<file path="src/rtl/e203_ifu_rsp2ir.sv">
// IFU response-to-IR stage: tracks outstanding fetch PCs in order, drops stale
// responses after a flush, and registers IR/PC for decode.
// Optional zero-latency response bypass: define E203_IFU_RSP2IR_BYPASS_EN.
`ifndef E203_PC_SIZE
`define E203_PC_SIZE 32
`endif

module e203_ifu_rsp2ir #(
  parameter int OUTS_DEPTH = 2,
  parameter int CNT_W      = 3
) (
  input  logic                     clk,
  input  logic                     rst_n,
  input  logic                     ifu_req_valid,
  input  logic                     ifu_req_ready,
  input  logic [`E203_PC_SIZE-1:0] ifu_req_pc,
  output logic                     req_allow,
  input  logic                     ifu_rsp_valid,
  output logic                     ifu_rsp_ready,
  input  logic                     ifu_rsp_err,
  input  logic [31:0]              ifu_rsp_instr,
  input  logic                     pipe_flush,
  output logic                     ir_valid,
  input  logic                     ir_ready,
  output logic [31:0]              ir_instr,
  output logic [`E203_PC_SIZE-1:0] ir_pc,
  output logic                     ir_err,
  output logic                     ir_rv32
);
  localparam int PCW = `E203_PC_SIZE;
  localparam int PW  = (OUTS_DEPTH > 1) ? $clog2(OUTS_DEPTH) : 1;

  typedef struct packed {
    logic [31:0]    instr;
    logic [PCW-1:0] pc;
    logic           err;
    logic           rv32;
  } ir_t;

  logic [OUTS_DEPTH-1:0][PCW-1:0] pcq;
  logic [PW-1:0]    wptr, rptr;
  logic [CNT_W-1:0] out_cnt, drop_cnt;
  logic             ir_valid_r;
  ir_t              ir_r, rsp_ir, ir_out;
  logic             full, empty, stale;
  logic             req_fire, rsp_fire, push, pop, load, ld_reg;

  function automatic logic [PW-1:0] ptr_inc(input logic [PW-1:0] p);
    return (p == PW'(OUTS_DEPTH - 1)) ? '0 : p + PW'(1);
  endfunction

  assign full     = (out_cnt == CNT_W'(OUTS_DEPTH));
  assign empty    = (out_cnt == '0);
  assign stale    = (drop_cnt != '0);
  assign req_fire = ifu_req_valid & ifu_req_ready;
  assign rsp_fire = ifu_rsp_valid & ifu_rsp_ready;
  // A pop frees a slot in the same cycle, so push-while-full is legal then.
  assign pop      = rsp_fire & ~empty;
  assign push     = req_fire & (~full | pop);
  assign load     = pop & ~stale & ~pipe_flush;

  assign req_allow     = ~full;
  assign ifu_rsp_ready = stale | ~ir_valid_r | ir_ready | pipe_flush;

  assign rsp_ir = '{instr: ifu_rsp_instr, pc: pcq[rptr], err: ifu_rsp_err,
                    rv32: (ifu_rsp_instr[1:0] == 2'b11)};

`ifdef E203_IFU_RSP2IR_BYPASS_EN
  logic byp;
  assign byp    = ~ir_valid_r & ifu_rsp_valid & ~stale & ~pipe_flush;
  // A bypassed response consumed by decode in the same cycle is not kept.
  assign ld_reg = load & (ir_valid_r | ~ir_ready);
  assign ir_valid = ir_valid_r | (ifu_rsp_valid & ~stale & ~pipe_flush);
  assign ir_out   = byp ? rsp_ir : ir_r;
`else
  assign ld_reg   = load;
  assign ir_valid = ir_valid_r;
  assign ir_out   = ir_r;
`endif

  assign ir_instr = ir_out.instr;
  assign ir_pc    = ir_out.pc;
  assign ir_err   = ir_out.err;
  assign ir_rv32  = ir_out.rv32;

  always_ff @(posedge clk) begin
    if (push) pcq[wptr] <= ifu_req_pc;
  end

  always_ff @(posedge clk or negedge rst_n) begin
    if (!rst_n) begin
      wptr     <= '0;
      rptr     <= '0;
      out_cnt  <= '0;
      drop_cnt <= '0;
    end else begin
      if (push) wptr <= ptr_inc(wptr);
      if (pop)  rptr <= ptr_inc(rptr);
      case ({push, pop})
        2'b10:   out_cnt <= out_cnt + CNT_W'(1);
        2'b01:   out_cnt <= out_cnt - CNT_W'(1);
        default: out_cnt <= out_cnt;
      endcase
      // Every pre-flush request becomes stale; one popping now is already gone.
      if (pipe_flush)      drop_cnt <= out_cnt - CNT_W'(pop);
      else if (pop & stale) drop_cnt <= drop_cnt - CNT_W'(1);
    end
  end

  always_ff @(posedge clk or negedge rst_n) begin
    if (!rst_n) begin
      ir_valid_r <= 1'b0;
      ir_r       <= '0;
    end else begin
      if (pipe_flush)                   ir_valid_r <= 1'b0;
      else if (ld_reg)                  ir_valid_r <= 1'b1;
      else if (ir_valid_r & ir_ready)   ir_valid_r <= 1'b0;
      if (ld_reg) ir_r <= rsp_ir;
    end
  end
endmodule

</file>
<file path="config.mk">
export PLATFORM = sky130hd
export DESIGN_NAME = e203_ifu_rsp2ir
export DESIGN_NICKNAME = d
export VERILOG_FILES = /design/src/rtl/e203_ifu_rsp2ir.sv
export SDC_FILE = /design/constraint.sdc
export NUM_CORES = 1
export LEC_CHECK = 0
export ABC_AREA = 1
export BUFFER_PORTS_ARGS = -buffer_cell sky130_fd_sc_hd__buf_2
export CORE_MARGIN = 10
export CORE_UTILIZATION = 53
export DETAILED_ROUTE_END_ITERATION = 12
export MAX_ROUTING_LAYER = met4
export PLACE_DENSITY = 0.78
export SLEW_MARGIN = 20
export SYNTH_ARGS = -nofsm -noshare
export SYNTH_HDL_FRONTEND = slang
export SYNTH_SLANG_ARGS = --single-unit
</file>
<file path="constraint.sdc">
create_clock -name clk -period 3.2 [get_ports clk]
set_input_delay 0.64 -clock clk [delete_from_list [all_inputs] [get_ports clk]]
set_output_delay 0.64 -clock clk [all_outputs]
set_load 0.02 [all_outputs]
</file>
Word-level counts from Yosys, hierarchy flattened:

Cells that the tools add are included.

* flip-flop bits (word level): 139
* input port bits: 72
* word-level logic and storage cells: 60

* $add $sub $neg: 6
* order comparisons: 3
* eq/ne operators: 4
* mux-type cells: 13
* bitwise operators: 17
* reduce and logical (&&, ||, !) cells: 6

Operators by type and width (number)
* $mux 32: 3
* $bwmux 64: 1
* $demux 32 s1: 1
* $and 1x1->1: 8
* $mux 3: 2
* $pmux 3 s2: 1
* $reduce_bool 3->1: 2
* $sub 3x1->3 const B: 2
* $mux 1: 5
* $not 1->1: 5
* $eq 2x2->1 const B: 2
* $lt 1x2->1 const B: 2
* $or 1x1->1: 4
* $reduce_bool 2->1: 2
* $add 3x1->3 const B: 1
* $eq 3x2->1 const B: 1
* $logic_not 3->1: 1
* $sub 3x1->3: 1
* $add 1x1->1 const B: 2
* $eq 2x1->1 const B: 1
* $ge 1x1->1 const B: 1
* $logic_and 1x1->1: 1

Logic depth before layout (Yosys ltp):

* word-level depth: 10
* depth in mapped cells: 14
* depth with buffers taken out: 14

Worst setup path before layout:

No wires, ideal clock.

* kind: input to register
* start: input ir_ready
* end: register pcq[32] (netlist bit) (enable)
* data arrival time: 2.542 ns
* slack: 0.237 ns
* stages on the path: 6
* buffers on the path: 0
* cell sequence: nor2_1 > nand3_1 > nand2_2 > nand2_1 > nand2_1 > nor2_1

* longest elaborated chain between the ends: 6

Ends and longest elaborated chain
* start: declaration: line 24 `input logic ir_ready,`
* $or 1x1->1 (2 in series): line 63 `assign ifu_rsp_ready = stale | ~ir_valid_r | ir_ready | pipe_flush;`
* net ifu_rsp_ready: line 19 `output logic ifu_rsp_ready,`
* $and 1x1->1: line 56 `assign rsp_fire = ifu_rsp_valid & ifu_rsp_ready;`
* $and 1x1->1: line 58 `assign pop = rsp_fire & ~empty;`
* $or 1x1->1: line 59 `assign push = req_fire & (~full | pop);`
* $and 1x1->1: line 59
* end signal: indexed assignment: line 87 `if (push) pcq[wptr] <= ifu_req_pc;`
* end: declaration: line 40 `logic [OUTS_DEPTH-1:0][PCW-1:0] pcq;`

The timed path passes the listed nets, and every way through them passes these cells.
A chain may end at the register's enable or synchronous reset.

Worst setup path after layout:

* start: register drop_cnt[0]
* end: register out_cnt[2]

* longest elaborated chain between the ends: 10

Ends and longest elaborated chain
* start: declaration: line 42 `logic [CNT_W-1:0] out_cnt, drop_cnt;`
* start signal: assignment: line 105 `if (pipe_flush) drop_cnt <= out_cnt - CNT_W'(pop);`
* start signal: assignment: line 106 `else if (pop & stale) drop_cnt <= drop_cnt - CNT_W'(1);`
* $reduce_bool 3->1 *: line 54 `assign stale = (drop_cnt != '0);`
* $or 1x1->1 * (3 in series): line 63
* $and 1x1->1 *: line 56
* $and 1x1->1 *: line 58
* $or 1x1->1: line 59
* $and 1x1->1: line 59
* $eq 2x1->1 / $eq 2x2->1 (equally long branches): line 99 `case ({push, pop})`
* $pmux 3 s2 / $reduce_bool 2->1 (equally long branches)
* end signal: assignment: line 100 `2'b10: out_cnt <= out_cnt + CNT_W'(1);`
* end signal: assignment: line 101 `2'b01: out_cnt <= out_cnt - CNT_W'(1);`
* end signal: assignment: line 102 `default: out_cnt <= out_cnt;`
* end: declaration: line 42

Every way passes the cells marked *; elsewhere a longest branch is shown, timed or not.

==> impl_metrics.json <==
{
  "r2r_cells": 14,
  "hp-class": "in -> async",
  "fillers": 762,
  "cap_viol_max_count": 0,
  "instances_no_fill": 816,
  "via_count": 4072,
  "syn-cell-area_sq_um": 5523,
  "status": "completed",
  "setup_viol_count_final": 0,
  "path_clk_slew_ps": 60,
  "powerDensity_nw_per_um2": 987.1,
  "cts_tree": "yes",
  "grt_pass1_wl_um": 20790,
  "dpl.hpwl_um": 8539,
  "slew_viol_final": 0,
  "drc": 0,
  "pin_count": 141,
  "firstDrtPassIters": 4,
  "fp.dieH_um": 122.1,
  "ctsHtreeMaxLevel": 4,
  "cts_hold_buf": 0,
  "critPathMaxFanout": 4,
  "portBuffers": 140,
  "numCtsBuffers": 17,
  "routed_via_density": 4.990,
  "arrival_ps": 2760,
  "avgRoutedWirePerCell_um": 15.75,
  "syn_inst": 528,
  "ir_drop_uv": 422.6,
  "finalCritPeriodShare": 0.7446,
  "grt_pass1_vias": 4178,
  "synth_area_leaders": "edfxtp_1 35%, dfrtp_1 34%, nand2_1 17%, nand3_1 6.1%, ha_1 1.1%",
  "startpoint_type": "flop",
  "groute.usage.overall": 0.1802,
  "post_cts_resized": 0,
  "yosys_warnings": 0,
  "gp_congestion": 0.9255,
  "drt_iter0_markers": 323,
  "post_cts_buffers": 0,
  "path_class": "reg -> reg",
  "critPathCaptureType": "flop",
  "synth_top_area_share": 0.3480,
  "area.sequential_sq_um": 3799,
  "die_area_sq_um": 14900,
  "worst_slack_ps": 817.1,
  "leakage_nw": 3.488,
  "fin_tns_setup_ps": 0,
  "clock_tree.root_cell": "clkbuf_8",
  "crit_required_ps": 3580,
  "syn_to_final_growth_pct": 25.10,
  "grt_max_degree": 76,
  "yosys_register_bits": 139,
  "synth_cell_types": 23,
  "mostFrequentLayoutCells": "247 x nand2_1, 139 x buf_2, 75 x dfrtp_1",
  "place_ws_ps": 716.4,
  "rows": 37,
  "gr-total-overflow": 0,
  "layout.nets": 745,
  "dp_cells": 784,
  "diodes": 0,
  "routed_wl_um": 12850,
  "ys_seq_area_frac": 0.6878,
  "period_needed_ps": 2383,
  "core_sq_um": 10230,
  "fmax_mhz": 419.7,
  "die_w_um": 122.1,
  "synth_top_area_cell": "edfxtp_1",
  "layout-drive-gt1-share": 0.2765,
  "final_hold_viol_count": 0,
  "final_antenna_net_count": 0,
  "multi_input_area_sq_um": 1501,
  "rsz0062_at_grt": "false",
  "cts.sinks": 139,
  "synth_area_per_cell_sq_um": 10.46,
  "clockBufferDepth": 2,
  "fin_skew_ps": 7.234,
  "start_util": 0.5398,
  "worstSkewPairLatency_ps": 500,
  "antenna_found_initial": 0,
  "mostFrequentLayoutCell": "nand2_1",
  "synth_nets": 606,
  "tightest_slew_ps": 988.0,
  "max_slew_margin": 0.3373
}
final cells by class:
| type | count | area share |
|---|---|---|
| sequential | 139 | 0.5498 |
| multi-input combinational | 344 | 0.2173 |
| timing repair buffer | 148 | 0.1123 |
| clock buffer | 19 | 0.06248 |
| tap | 136 | 0.02463 |
| clock inverter | 13 | 0.02427 |
| inverter | 17 | 0.009236 |
synthesized netlist by cell type (all sizes together):
library cell and number:
edfxtp 64, nand3 67, xor2 2, nor2 7, nand3b 1, inv 17
dfrtp 75, nor3 1, buf 21, o21ai 6, clkbuf 7, nand2 249
fa 1, ha 5, a21oi 2, xnor2 3
sequential cells by signal, summed over array words and instances, names as in the netlist:
name,count
ir_pc,32
ir_err,1
out_cnt,3
wptr,1
drop_cnt,3
ir_rv32,1
rptr,1
ir_instr,32
ir_valid,1
pcq,64
logic make-up after synthesis:
logic type / share of synthesized area
and+or+nand+nor: 0.2388
DFF: 0.6878
buffers and inverters: 0.04259
AOI/OAI and AO/OA: 0.007929
adders and majority gates: 0.01495
xor gates and xnor gates: 0.007931
path summary, 6_finish.rpt:
path	slack, ps	endpoint	startpoint
setup / recovery	820	out_cnt[2]	drop_cnt[0]
hold / removal	290	ir_instr[30]	rst_n
setup reg to reg	820	out_cnt[2]	drop_cnt[0]
hold reg to reg	460	ir_pc[15]	ir_pc[15]
max in group asynchronous	2310	ir_pc[28]	rst_n
min in group clk	320	pcq[2]	ifu_req_pc[2]
per-layer routing:
layer / routed length, um / up-vias / track usage / share of wire
met3: 1057 / 13 / 0.04672 / 0.082
met5: 0 / - / - / 0
met2: 5943 / 166 / 0.2803 / 0.46
met1: 5705 / 1908 / 0.2246 / 0.44
met4: 142 / 0 / 0.06259 / 0.011
li1: - / 1985 / - / -
critical path, cell delays in order (launching register included):
cell	delay, ps
dfrtp_1	360
inv_1	110
ha_1	170
inv_1	50
nor2_2	110
nand3_1	110
nand2_2	110
nand2_1	70
nand2_1	160
ha_1	180
inv_1	70
fa_1	370
a21oi_1	140
o21ai_0	110
xnor2_1	140
report_power, final:
part | total (mW) | switching [mW] | leakage (nW) | internal (mW)
clock network | 1.95 | 0.734 | 0.277 | 1.21
registers | 2.64 | 0.247 | 1.53 | 2.39
logic | 2.23 | 1.54 | 1.68 | 0.691
per-stage QoR:
step	util	cell area, sq um	hold slack (ps)	total power [mW]
after floorplan	-	5523	344.4	4.146
after global placement	0.6167	6310	448.0	4.851
after detailed placement	0.6167	6310	453.4	4.937
after CTS	0.6753	6909	299.9	6.902
after global routing	0.6753	6909	300.6	7.280
final	0.6753	6909	294.4	6.820
(Power assumes the default switching activity.)
